### config.mk
export PLATFORM = sky130hd
export DESIGN_NAME = uart_tx_ctrl
export DESIGN_NICKNAME = d
export VERILOG_FILES = /design/src/rtl/uart_tx_ctrl.sv
export SDC_FILE = /design/constraint.sdc
export NUM_CORES = 1
export LEC_CHECK = 0
export BUFFER_PORTS_ARGS = -buffer_cell sky130_fd_sc_hd__buf_2
export CORE_MARGIN = 2
export CORE_UTILIZATION = 35
export DETAILED_ROUTE_END_ITERATION = 7
export GPL_TIMING_DRIVEN = 0
export SLEW_MARGIN = 20
export SYNTH_ARGS = -nofsm -noshare
export SYNTH_HDL_FRONTEND = slang
export SYNTH_SLANG_ARGS = --single-unit
### constraint.sdc
create_clock -name i_clk -period 1.7 [get_ports i_clk]
set_input_delay 0.255 -clock i_clk [delete_from_list [all_inputs] [get_ports i_clk]]
set_output_delay 0.255 -clock i_clk [all_outputs]
set_load 0.005 [all_outputs]
### src/rtl/uart_tx_ctrl.sv
// rtl/uart_tx_ctrl.sv - tick-driven UART transmit controller
module uart_tx_ctrl #(
  parameter int NB_DATA      = 8,
  parameter int OVERSAMPLING = 16,
  parameter int SB_TICK      = 16,
  parameter int PARITY_EN    = 0,
  parameter int PARITY_ODD   = 0
) (
  input  logic               i_clk,
  input  logic               i_reset,
  input  logic               i_tick,
  input  logic               i_tx_start,
  input  logic [NB_DATA-1:0] i_data,
  output logic               o_tx,
  output logic               o_tx_ready,
  output logic               o_tx_done
);

  localparam int MAX_TICK = (OVERSAMPLING > SB_TICK) ? OVERSAMPLING : SB_TICK;
  localparam int CNT_W    = (MAX_TICK > 2) ? $clog2(MAX_TICK) : 1;
  localparam int IDX_W    = (NB_DATA > 1) ? $clog2(NB_DATA) : 1;

  localparam logic [CNT_W-1:0] OS_LAST  = CNT_W'(OVERSAMPLING - 1);
  localparam logic [CNT_W-1:0] SB_LAST  = CNT_W'(SB_TICK - 1);
  localparam logic [IDX_W-1:0] IDX_LAST = IDX_W'(NB_DATA - 1);

  typedef enum logic [2:0] {IDLE, START, DATA, PARITY, STOP} state_t;

  state_t             state, state_next;
  logic [CNT_W-1:0]   tick_cnt, tick_cnt_next;
  logic [IDX_W-1:0]   bit_idx, bit_idx_next;
  logic [NB_DATA-1:0] shreg, shreg_next;
  logic               parity, parity_next;
  logic               tx_reg, tx_next;
  logic               done_reg, done_next;

  always_ff @(posedge i_clk or posedge i_reset) begin
    if (i_reset) begin
      state    <= IDLE;
      tick_cnt <= '0;
      bit_idx  <= '0;
      shreg    <= '0;
      parity   <= 1'b0;
      tx_reg   <= 1'b1;
      done_reg <= 1'b0;
    end else begin
      state    <= state_next;
      tick_cnt <= tick_cnt_next;
      bit_idx  <= bit_idx_next;
      shreg    <= shreg_next;
      parity   <= parity_next;
      tx_reg   <= tx_next;
      done_reg <= done_next;
    end
  end

  always_comb begin
    state_next    = state;
    tick_cnt_next = tick_cnt;
    bit_idx_next  = bit_idx;
    shreg_next    = shreg;
    parity_next   = parity;
    done_next     = 1'b0;
    tx_next       = 1'b1;

    case (state)
      IDLE: begin
        if (i_tx_start) begin
          shreg_next  = i_data;
          parity_next = (^i_data) ^ (PARITY_ODD != 0);
          state_next  = START;
        end
      end
      START: begin
        if (i_tick) begin
          if (tick_cnt == OS_LAST) begin
            state_next   = DATA;
            bit_idx_next = '0;
          end else begin
            tick_cnt_next = tick_cnt + 1'b1;
          end
        end
      end
      DATA: begin
        if (i_tick) begin
          if (tick_cnt == OS_LAST) begin
            shreg_next = shreg >> 1;
            if (bit_idx == IDX_LAST) begin
              state_next = (PARITY_EN != 0) ? PARITY : STOP;
            end else begin
              bit_idx_next  = bit_idx + 1'b1;
              tick_cnt_next = '0;
            end
          end else begin
            tick_cnt_next = tick_cnt + 1'b1;
          end
        end
      end
      PARITY: begin
        if (i_tick) begin
          if (tick_cnt == OS_LAST) begin
            state_next = STOP;
          end else begin
            tick_cnt_next = tick_cnt + 1'b1;
          end
        end
      end
      STOP: begin
        if (i_tick) begin
          if (tick_cnt == SB_LAST) begin
            state_next = IDLE;
            done_next  = 1'b1;
          end else begin
            tick_cnt_next = tick_cnt + 1'b1;
          end
        end
      end
      default: state_next = IDLE;
    endcase

    if (state_next != state) begin
      tick_cnt_next = '0;
    end

    // Line level is derived from the state being entered so o_tx changes on that same edge
    case (state_next)
      START:   tx_next = 1'b0;
      DATA:    tx_next = shreg_next[0];
      PARITY:  tx_next = parity_next;
      default: tx_next = 1'b1;
    endcase
  end

  assign o_tx       = tx_reg;
  assign o_tx_ready = (state == IDLE);
  assign o_tx_done  = done_reg;

endmodule

; After elaboration in Yosys (flattened, before gate mapping)
; Index checks and enable logic that the tools add are counted.
[totals]
regBits = 21
latch_bits = 0
ramBits = 0
romBits = 0
inputBits = 12
wordCells = 73
mem_count = 0
[op_classes]
addsub = 2
multipliers = 0
n_div = 0
n_lt_le_gt_ge = 0
n_eq_ne = 20
n_shift = 0
mux = 34
bitwise = 0
n_reduce_logical = 9
[ops]
columns = operator, n
row1 = 3-bit 2-to-1 mux, 15
row2 = 4-bit 2-to-1 mux, 6
row3 = 8-bit 2-to-1 mux, 3
row4 = 8-bit case mux with 2 select lines, 1
row5 = 3-bit case mux with 5 select lines, 1
row6 = "3-bit by 2-bit == test with 1-bit output, second input constant", 4
row7 = "2-bit inequality test, second input constant", 6
row8 = 4-bit case mux with 2 select lines, 1
row9 = 8-bit XOR reduction, 1
row10 = "3-bit by 1-bit == test with 1-bit output, second input constant", 2
row11 = "3-bit == test, second input constant", 2
row12 = 3-bit case mux with 2 select lines, 1
row13 = 6-bit AND reduction, 1
row14 = 1-bit 2-to-1 mux, 5
row15 = 5-bit AND reduction, 1
row16 = "4-bit by 1-bit adder with 4-bit output, second input constant", 1
row17 = "4-bit == test, second input constant", 1
row18 = "4-bit inequality test, second input constant", 1
row19 = 4-bit AND reduction, 1
row20 = 2-bit nonzero test, 2
row21 = "3-bit by 1-bit adder with 3-bit output, second input constant", 1
row22 = 3-bit logical NOT, 1
row23 = "3-bit by 1-bit inequality test with 1-bit output, second input constant", 1
row24 = "3-bit by 2-bit inequality test with 1-bit output, second input constant", 1
row25 = other kinds (5), 5

; Logic depth before layout (Yosys ltp)
; Gate-level depths: netlist of the first run.
[logic_depth]
ltp_word = 8
ltp_mapped = 7

; Worst setup path after synthesis of the first run
; No wires, ideal clock.
[synth_path]
path_type = register to register
startpoint = reg bit_idx[0]
endpoint = reg tick_cnt[0]
arrival_time_ns = 1.641
t_required_ns = 1.627
slack_ns = -0.015
path_stages_with_launch = 7
path_buffers = 0
synth_period_minus_slack_ns = 1.715
path_cell_list = dfrtp_1 -> ha_1 -> ha_1 -> nor3_1 -> o21ai_2 -> a311o_1 -> a21oi_2
[synth_via]
elab_chain_cells = 8
[synth_lines]
columns = item, line
row1 = from (decl), 31  ; logic [IDX_W-1:0] bit_idx, bit_idx_next;
row2 = from (signal assigned), 49  ; bit_idx <= bit_idx_next;
row3 = 3-bit == test (*), 88  ; if (bit_idx == IDX_LAST) begin
row4 = 3-bit 2-to-1 mux, 88
row5 = 3-bit 2-to-1 mux, 86  ; if (tick_cnt == OS_LAST) begin
row6 = 3-bit 2-to-1 mux, 85  ; if (i_tick) begin
row7 = 3-bit case mux with 5 select lines, 66  ; case (state)
row8 = 3-bit inequality test, 121  ; if (state_next != state) begin
row9 = 4-bit inequality test (no line) (tied with other cells), -
row10 = 5-bit AND reduction (no line), -
row11 = to (signal assigned), 48  ; tick_cnt <= tick_cnt_next;
row12 = to (decl), 30  ; logic [CNT_W-1:0] tick_cnt, tick_cnt_next;
; Mark *: on every way between the ends. The rest lies on a longest branch, timed or not.
; A chain may end at the register's enable or synchronous reset.

; Worst setup path after layout of the first run
[layout_path]
startpoint = reg state[1]
endpoint = reg tick_cnt[0]
[layout_via]
elab_chain_cells = 7
[layout_lines]
columns = item, line
row1 = from (decl), 29  ; state_t state, state_next;
row2 = from (signal assigned), 47  ; state <= state_next;
row3 = 3-bit 2-to-1 mux, 88
row4 = 3-bit 2-to-1 mux, 86
row5 = 3-bit 2-to-1 mux, 85
row6 = 3-bit case mux with 5 select lines, 66
row7 = 3-bit inequality test, 121
row8 = 4-bit inequality test (no line) (tied with other cells), -
row9 = 5-bit AND reduction (no line), -
; Parallel ways exist; a longest one is shown, timed or not.

==> impl_metrics.env, run 1 <==
export IMPL_hold_violations=0
export IMPL_clk_latency_ns=0.31
export IMPL_cts_clk_slew_worst_paths_ns=0.12
export IMPL_hp_class="input port to asynchronous set/reset pin"
export IMPL_fin_cells=194
export IMPL_antenna_found_initial=0
export IMPL_wire_per_inst_um=12.42
export IMPL_max_cap_violations=0
export IMPL_drive_above_1_share=0.2973
export IMPL_via_per_inst=4.964
export IMPL_cp_start_kind="flop"
export IMPL_fin_ws_ns=0.01938
export IMPL_p_per_area_mw_per_mm2=1133
export IMPL_crit_path_max_fanout=5
export IMPL_min_period_over_period=0.9886
export IMPL_dieArea_mm2=0.003836
export IMPL_reg2reg_depth=5
export IMPL_gp_congestion=0.7609
export IMPL_ir_drop_mv=0.5857
export IMPL_antenna_cells=0
export IMPL_place_area_mm2=0.001308
export IMPL_synth_area_mm2=0.001175
export IMPL_grt_ovfl_total=0
export IMPL_die_h_um=61.94
export IMPL_cts_root_buffer="clkbuf_4"
export IMPL_critPathCaptureType="flop"
export IMPL_grt_max_degree=22
export IMPL_dp_hpwl_um=1745
export IMPL_final_cell_area_mm2=0.001448
export IMPL_ant_nets=0
export IMPL_tightestPinTransition_ns=0.8081
export IMPL_arrival_ns=1.92
export IMPL_synth_warnings=0
export IMPL_htree_levels=1
export IMPL_maxSlewViolCount=0
export IMPL_fin_setup_tns_ns=0
export IMPL_drt_iter0_drc=32
export IMPL_max_clock_freq_mhz=595.0
export IMPL_holdWs_ns=0.08011
export IMPL_initial_utilization=0.3577
export IMPL_via_count=963
export IMPL_drt_pass1_iter_count=4
export IMPL_avgSynthCellArea_um2=9.552
export IMPL_final_nets=164
export IMPL_clock_skew_ns=0.01023
export IMPL_grt_pass1_wl_um=4202
export IMPL_cts_buffers=3
export IMPL_drc=0
export IMPL_core_mm2=0.003284
export IMPL_cts_tree="built"
export IMPL_period_minus_slack_ns=1.681
export IMPL_num_io_pins=15
export IMPL_yosysSeqAreaShare=0.4483
export IMPL_path_class="flop to flop"
export IMPL_row_count=21
export IMPL_worstReg2RegStart="state[1]$_DFF_PP0_"
export IMPL_rsz0062_at_grt="yes"
export IMPL_clk_path_buf_depth=2
export IMPL_p_leak_nw=0.6510
export IMPL_grt_pass1_vias=946
export IMPL_cts_num_sinks=21
export IMPL_synth_fp_nets=138
export IMPL_wl_um=2410
export IMPL_required_ns=1.94
export IMPL_port_buffer_count=14
export IMPL_dp_cells=183
export IMPL_cts_hold_fix_buffers=0
export IMPL_grt_usage=0.1511
export IMPL_die_w_um=61.94
export IMPL_post_place_ws_ns=-0.2030
export IMPL_reg2reg_slack_ns=0.02
export IMPL_reg2reg_to="tick_cnt[0]$_DFFE_PP0P_"
export IMPL_area_growth_pct=23.22
export IMPL_ys_ff_latch=21
export IMPL_finalSetupViolCount=0
export IMPL_slew_headroom=0.4607
export IMPL_synth_distinct_cells=36
export IMPL_postSynthCellCount=123
export IMPL_outcome="finished, final reports clean"
## sequential cells by signal, indices dropped and copies added, names as in the netlist
signal / count
o_tx_done: 1
parity: 1
o_tx: 1
tick_cnt: 4
shreg: 8
bit_idx: 3
state: 3
## per-stage QoR
step / total power (W) / utilization
6_report: 0.001639 / 0.4408
5_1_grt: 0.001786 / 0.4408
4_1_cts: 0.001601 / 0.4240
3_5_place_dp: 0.001313 / 0.3981
3_3_place_gp: 0.001290 / 0.3981
2_1_floorplan: 0.001171 / -
## cells by family after synthesis
group,after synthesis,share of synthesized area
buf+inv,7,0.02662
simple gates,48,0.2162
flops,21,0.4484
fa+ha+maj,3,0.03195
mux,2,0.01704
compound gates,33,0.1928
xor+xnor,9,0.06710
## final cells by class
cell class,instances,area [um^2]
plain buffers,4,25.02
clock buffers,4,26.28
fillers,344,1837
inverters,3,11.26
multi-input cells,95,678.2
flip-flops and latches,21,526.8
well taps,46,57.56
repair buffers,21,122.6
## power breakdown
group	internal, W	leakage (nW)	switching (W)
combinational	0.000286	0.370	0.000313
clock	0.0000915	0.0150	0.000151
sequential	0.000668	0.266	0.000129
## placed cells by master (no fill, tap or decap), types with 2 or more instances in the layout
cell	count
buf_4	8
inv_1	3
buf_2	16
dfrtp_1	20
o21ai_2	2
xnor2_1	7
clkbuf_4	4
a21oi_1	5
a31oi_1	4
o211ai_1	2
a22oi_1	7
nor3_4	2
nand2_1	22
o21ai_0	5
mux2i_1	2
xor2_1	2
nor2_1	8
nand2b_1	3
and3_1	2
## worst max-delay path: stages (launching register included)
cell     delay (ns)
dfrtp_1        0.45
or3b_4         0.43
a21oi_4        0.18
o21ai_2        0.10
a311o_1        0.33
a21oi_2        0.12
## cells in the mapped netlist
| cell type | number | area share |
|---|---|---|
| a211o_1 | 1 | 0.0075 |
| a21oi_1 | 5 | 0.021 |
| a21oi_2 | 2 | 0.015 |
| a22o_1 | 1 | 0.0075 |
| a22oi_1 | 7 | 0.045 |
| a311o_1 | 1 | 0.0085 |
| a311oi_1 | 1 | 0.0075 |
| a31oi_1 | 4 | 0.021 |
| and2_0 | 1 | 0.0053 |
| and3_1 | 2 | 0.011 |
| and4_1 | 1 | 0.0075 |
| buf_2 | 4 | 0.017 |
| dfrtp_1 | 20 | 0.43 |
| dfstp_2 | 1 | 0.022 |
| ha_1 | 3 | 0.032 |
| inv_1 | 3 | 0.0096 |
| mux2i_1 | 2 | 0.017 |
| nand2_1 | 22 | 0.070 |
| nand2b_1 | 3 | 0.016 |
| nand3_1 | 1 | 0.0043 |
| nand4_4 | 1 | 0.018 |
| nor2_1 | 8 | 0.026 |
| nor2_2 | 1 | 0.0053 |
| nor2b_1 | 1 | 0.0053 |
| nor3_1 | 2 | 0.0085 |
| nor3_2 | 1 | 0.0085 |
| nor4_2 | 1 | 0.011 |
| o211ai_1 | 2 | 0.013 |
| o21ai_0 | 5 | 0.021 |
| o21ai_1 | 1 | 0.0043 |
| o21ai_2 | 2 | 0.015 |
| o21bai_1 | 1 | 0.0064 |
| or3_1 | 2 | 0.011 |
| or3b_4 | 1 | 0.0096 |
| xnor2_1 | 7 | 0.052 |
| xor2_1 | 2 | 0.015 |
## what timing repair did
action,CTS,global route
endpoints found under the setup margin,11,15
gates resized for setup,6,7
pin swaps,2,3
setup buffers,4,3
## metal layers
| metal | global-route usage | share of wire | wire [um] |
|---|---|---|---|
| met1 | 0.1753 | 0.45 | 1087 |
| met4 | 0.05471 | 0.015 | 36 |
| met2 | 0.2737 | 0.50 | 1206 |
| met3 | 0.03106 | 0.033 | 80 |
| met5 | 0 | 0 | 0 |
## worst max path at each step
stage | startpoint | endpoint | slack, ns | cells after the start
3_5_place_dp | tick_cnt[0]$_DFFE_PP0P_ | shreg[7]$_DFFE_PP0P_ | -0.20 | 5
6_report | state[1]$_DFF_PP0_ | tick_cnt[0]$_DFFE_PP0P_ | 0.02 | 5
4_1_cts | tick_cnt[1]$_DFFE_PP0P_ | o_tx$_DFF_PP1_ | 0.02 | 6
3_3_place_gp | tick_cnt[0]$_DFFE_PP0P_ | shreg[7]$_DFFE_PP0P_ | -0.18 | 5
2_1_floorplan | bit_idx[0]$_DFFE_PP0P_ | tick_cnt[0]$_DFFE_PP0P_ | 0.08 | 6
5_1_grt | state[0]$_DFF_PP0_ | tick_cnt[3]$_DFFE_PP0P_ | -0.07 | 5
Note: power is estimated with default switching activity, not from simulation.
==> inputs of run 2 (changes only) <==
Clock period 1.7 ns to 2 ns, I/O delays scaled along.
==> impl_metrics.env, run 2 (synthesis gave the netlist of run 1 again) <==
export IMPL_outcome="finished, final reports clean"
export IMPL_dieArea_mm2=0.003836
export IMPL_port_buffer_count=14
export IMPL_drt_pass1_iter_count=4
export IMPL_dp_hpwl_um=1901
export IMPL_reg2reg_depth=6
export IMPL_tightestPinTransition_ns=0.8162
export IMPL_cts_hold_fix_buffers=0
export IMPL_rsz0062_at_grt="no"
export IMPL_ctsResizeCount=0
export IMPL_grt_pass1_vias=1007
export IMPL_worstReg2RegStart="tick_cnt[0]$_DFFE_PP0P_"
export IMPL_clk_latency_ns=0.30
export IMPL_hp_class="input port to asynchronous set/reset pin"
export IMPL_post_place_ws_ns=0.06215
export IMPL_period_minus_slack_ns=1.826
export IMPL_reg_largest_list="shreg (8), tick_cnt (4)"
export IMPL_p_leak_nw=0.6101
export IMPL_die_w_um=61.94
export IMPL_cpMostUsedCell="a31oi_1"
export IMPL_cts_buffers=3
export IMPL_via_count=975
export IMPL_fin_cells=187
export IMPL_largest_register_ffs=8
export IMPL_layout_commonest_cell="nand2_1"
export IMPL_finalSetupViolCount=0
export IMPL_dp_cells=183
export IMPL_reg2reg_slack_ns=0.17
export IMPL_min_period_over_period=0.9129
export IMPL_grt_ovfl_total=0
export IMPL_wl_um=2480
export IMPL_grt_pass1_wl_um=4326
export IMPL_initial_utilization=0.3577
export IMPL_cts_tree="built"
export IMPL_num_io_pins=15
export IMPL_ant_nets=0
export IMPL_drt_iter0_drc=55
export IMPL_row_count=21
export IMPL_post_cts_buffers=0
export IMPL_area_growth_pct=14.06
export IMPL_cp_start_kind="flop"
export IMPL_antenna_cells=0
export IMPL_arrival_ns=2.06
export IMPL_slew_headroom=0.4553
export IMPL_cp_depth=6
export IMPL_grt_usage=0.1550
export IMPL_cts_root_buffer="clkbuf_4"
export IMPL_via_per_inst=5.214
export IMPL_max_cap_violations=0
export IMPL_path_class="flop to flop"
export IMPL_fin_ws_ns=0.1742
export IMPL_p_per_area_mw_per_mm2=981.7
export IMPL_critPathCaptureType="flop"
export IMPL_path_cells="ha_1 > nand4_4 > or3_1 > o21ai_2 > a31oi_1 > a31oi_1"
export IMPL_final_cell_area_mm2=0.001340
export IMPL_fin_setup_tns_ns=0
export IMPL_cp_slowest_cell="or3_1"
export IMPL_core_mm2=0.003284
export IMPL_swShare=0.3628
export IMPL_critPathMaxStageDelay_ns=0.48
export IMPL_layout_common_cells="22 x nand2_1, 20 x dfrtp_1, 18 x buf_2"
export IMPL_reg2reg_to="o_tx$_DFF_PP1_"
export IMPL_regMostFlops="shreg"
export IMPL_grt_max_degree=22
export IMPL_place_area_mm2=0.001303
export IMPL_maxSlewViolCount=0
export IMPL_cts_num_sinks=21
export IMPL_drive_above_1_share=0.2270
export IMPL_final_nets=157
export IMPL_cts_clk_slew_worst_paths_ns=0.12
export IMPL_p_switching_w=0.0004772
export IMPL_ir_drop_mv=0.3839
export IMPL_crit_path_end="o_tx$_DFF_PP1_"
export IMPL_seq_power_share=0.511
export IMPL_clock_skew_ns=0.005899
export IMPL_die_h_um=61.94
export IMPL_internal_power_w=0.0008383
export IMPL_power_total_w=0.001316
export IMPL_max_clock_freq_mhz=547.7
export IMPL_hold_violations=0
export IMPL_clockPowerShare=0.154
export IMPL_clk_path_buf_depth=2
export IMPL_combinationalPowerShare=0.335
export IMPL_critPathLaunch="tick_cnt[0]$_DFFE_PP0P_"
export IMPL_wire_per_inst_um=13.26
export IMPL_cp_num_buf_inv=0
export IMPL_drc=0
export IMPL_crit_path_max_fanout=10
export IMPL_htree_levels=1
export IMPL_antenna_found_initial=0
export IMPL_required_ns=2.23
export IMPL_gp_congestion=0.7374
export IMPL_crit_family="simple AND/OR/NAND/NOR gates"
-- run 2: cell type report --
cell class	instances	area (um^2)
plain buffers	4	20.02
flip-flops and latches	21	526.8
clock buffers	4	26.28
fillers	335	1944
well taps	46	57.56
multi-input cells	95	628.1
inverters	3	11.26
repair buffers	14	70.07
-- run 2: worst min path at each step --
stage / from / end / slack [ns]
finish: i_reset / shreg[7]$_DFFE_PP0P_ / 0.13
global route: i_reset / shreg[7]$_DFFE_PP0P_ / 0.18
CTS: i_reset / shreg[7]$_DFFE_PP0P_ / 0.15
detailed placement: shreg[0]$_DFF_PP0_ / shreg[0]$_DFF_PP0_ / 0.47
global placement: shreg[0]$_DFF_PP0_ / shreg[0]$_DFF_PP0_ / 0.46
floorplan: i_reset / bit_idx[0]$_DFFE_PP0P_ / 0.28
-- run 2: metal layers --
layer,up-vias,GRT usage,part of all wire
met5,-,0,0
met4,0,0.07295,0.0085
met3,4,0.03106,0.039
met2,25,0.2767,0.53
met1,469,0.1769,0.42
li1,477,-,-
-- run 2: power groups by stage --
stage	registers (W)	clock network (W)	logic, W
finish	0.000672	0.000203	0.000441
global route	0.000693	0.000236	0.000509
CTS	0.000671	0.000219	0.000444
floorplan	0.000653	0	0.000340
global placement	0.000669	0	0.000424
detailed placement	0.000680	0	0.000442
-- run 2: through the flow --
stage | utilization | hold slack, ns
2_1_floorplan | - | 0.2758
3_3_place_gp | 0.3966 | 0.4580
3_5_place_dp | 0.3966 | 0.4657
4_1_cts | 0.4046 | 0.1543
5_1_grt | 0.4080 | 0.1769
6_report | 0.4080 | 0.1349
==> inputs of run 3 (changes only) <==
Settings changed: CORE_ASPECT_RATIO set to 1.5.
==> impl_metrics.env, run 3 (synthesis gave the netlist of run 1 again) <==
export IMPL_outcome="finished, final reports clean"
export IMPL_max_clock_freq_mhz=549.1
export IMPL_cp_num_buf_inv=0
export IMPL_period_minus_slack_ns=1.821
export IMPL_grt_usage=0.1404
export IMPL_cts_num_sinks=21
export IMPL_gp_congestion=0.7480
export IMPL_p_per_area_mw_per_mm2=1020
export IMPL_slew_headroom=0.4748
export IMPL_cp_start_kind="flop"
export IMPL_post_cts_buffers=0
export IMPL_drc=0
export IMPL_dp_hpwl_um=1795
export IMPL_drive_above_1_share=0.2340
export IMPL_grt_ovfl_total=0
export IMPL_drt_pass1_iter_count=5
export IMPL_cts_root_buffer="clkbuf_8"
export IMPL_arrival_ns=2.00
export IMPL_dieArea_mm2=0.003846
export IMPL_grt_pass1_wl_um=4112
export IMPL_swShare=0.3469
export IMPL_antenna_found_initial=0
export IMPL_layout_common_cells="22 x nand2_1, 20 x dfrtp_1, 18 x buf_2"
export IMPL_fin_cells=181
export IMPL_ir_drop_mv=0.4652
export IMPL_port_buffer_count=14
export IMPL_p_switching_w=0.0004786
export IMPL_cts_hold_fix_buffers=0
export IMPL_min_period_over_period=0.9105
export IMPL_combinationalPowerShare=0.315
export IMPL_required_ns=2.18
export IMPL_ctsResizeCount=0
export IMPL_wl_um=2326
export IMPL_grt_pass1_vias=939
export IMPL_grt_max_degree=22
export IMPL_path_cells="ha_1 > nand4_4 > or3_1 > o21ai_2 > a31oi_1 > a31oi_1"
export IMPL_reg2reg_slack_ns=0.18
export IMPL_clock_skew_ns=0.004103
export IMPL_via_per_inst=5.182
export IMPL_row_count=25
export IMPL_cts_clk_slew_worst_paths_ns=0.08
export IMPL_largest_register_ffs=8
export IMPL_htree_levels=1
export IMPL_cpMostUsedCell="a31oi_1"
export IMPL_hp_class="input port to asynchronous set/reset pin"
export IMPL_crit_path_max_fanout=10
export IMPL_crit_family="simple AND/OR/NAND/NOR gates"
export IMPL_seq_power_share=0.486
export IMPL_path_class="flop to flop"
export IMPL_cp_slowest_cell="or3_1"
export IMPL_cts_tree="built"
export IMPL_worstReg2RegStart="tick_cnt[0]$_DFFE_PP0P_"
export IMPL_finalSetupViolCount=0
export IMPL_fin_setup_tns_ns=0
export IMPL_rsz0062_at_grt="no"
export IMPL_area_growth_pct=15.12
export IMPL_core_mm2=0.003191
export IMPL_reg2reg_to="o_tx$_DFF_PP1_"
export IMPL_clk_path_buf_depth=2
export IMPL_reg_largest_list="shreg (8), tick_cnt (4)"
export IMPL_holdWs_ns=0.1739
export IMPL_clockPowerShare=0.199
export IMPL_drt_iter0_drc=15
export IMPL_num_io_pins=15
export IMPL_max_cap_violations=0
export IMPL_initial_utilization=0.3682
export IMPL_critPathCaptureType="flop"
export IMPL_wire_per_inst_um=12.85
export IMPL_p_leak_nw=0.6206
export IMPL_antenna_cells=0
export IMPL_reg2reg_depth=6
export IMPL_final_nets=157
export IMPL_maxSlewViolCount=0
export IMPL_die_w_um=51.31
export IMPL_clk_latency_ns=0.26
export IMPL_cts_buffers=3
export IMPL_regMostFlops="shreg"
export IMPL_dp_cells=177
export IMPL_die_h_um=74.96
export IMPL_hold_violations=0
export IMPL_layout_commonest_cell="nand2_1"
export IMPL_ant_nets=0
export IMPL_internal_power_w=0.0009008
export IMPL_tightestPinTransition_ns=0.7870
export IMPL_critPathMaxStageDelay_ns=0.48
export IMPL_cp_depth=6
export IMPL_via_count=938
## run 3: routing by layer
metal  GRT usage  wire, um
met5           0         0
met2      0.2670      1253
met1      0.1595       979
met3     0.02381        77
met4     0.04094        17
## run 3: power by group through the flow
stage                     clock network [W]  registers, W  logic (W)
after global routing               0.000304      0.000690   0.000503
after CTS                          0.000281      0.000671   0.000440
after detailed placement                  0      0.000679   0.000438
after floorplan                           0      0.000653   0.000340
after global placement                    0      0.000671   0.000420
final                              0.000274      0.000670   0.000435
## run 3: through the flow
stage,total power [W],setup slack (ns),cell area [um^2],util
2_1_floorplan,0.0009930,0.2851,1175,-
3_3_place_gp,0.001091,0.1197,1295,0.4059
3_5_place_dp,0.001117,0.09122,1295,0.4059
4_1_cts,0.001393,0.07674,1341,0.4204
5_1_grt,0.001497,0.003018,1353,0.4239
6_report,0.001379,0.1790,1353,0.4239
## run 3: cell type report
cell class / count / area (um^2)
fillers: 343 / 1838
multi-input cells: 95 / 628.1
flip-flops and latches: 21 / 526.8
repair buffers: 14 / 70.07
well taps: 40 / 50.05
clock buffers: 3 / 41.29
plain buffers: 4 / 20.02
inverters: 3 / 11.26
clock inverters: 1 / 5.005
## run 3: worst max-delay path by stage
| stage | from | to | slack [ns] |
|---|---|---|---|
| after global placement | tick_cnt[0]$_DFFE_PP0P_ | shreg[7]$_DFFE_PP0P_ | 0.12 |
| after global routing | tick_cnt[0]$_DFFE_PP0P_ | o_tx$_DFF_PP1_ | 0.003 |
| after floorplan | bit_idx[0]$_DFFE_PP0P_ | tick_cnt[0]$_DFFE_PP0P_ | 0.29 |
| after detailed placement | tick_cnt[0]$_DFFE_PP0P_ | shreg[7]$_DFFE_PP0P_ | 0.09 |
| final | tick_cnt[0]$_DFFE_PP0P_ | o_tx$_DFF_PP1_ | 0.18 |
| after CTS | tick_cnt[0]$_DFFE_PP0P_ | shreg[7]$_DFFE_PP0P_ | 0.08 |
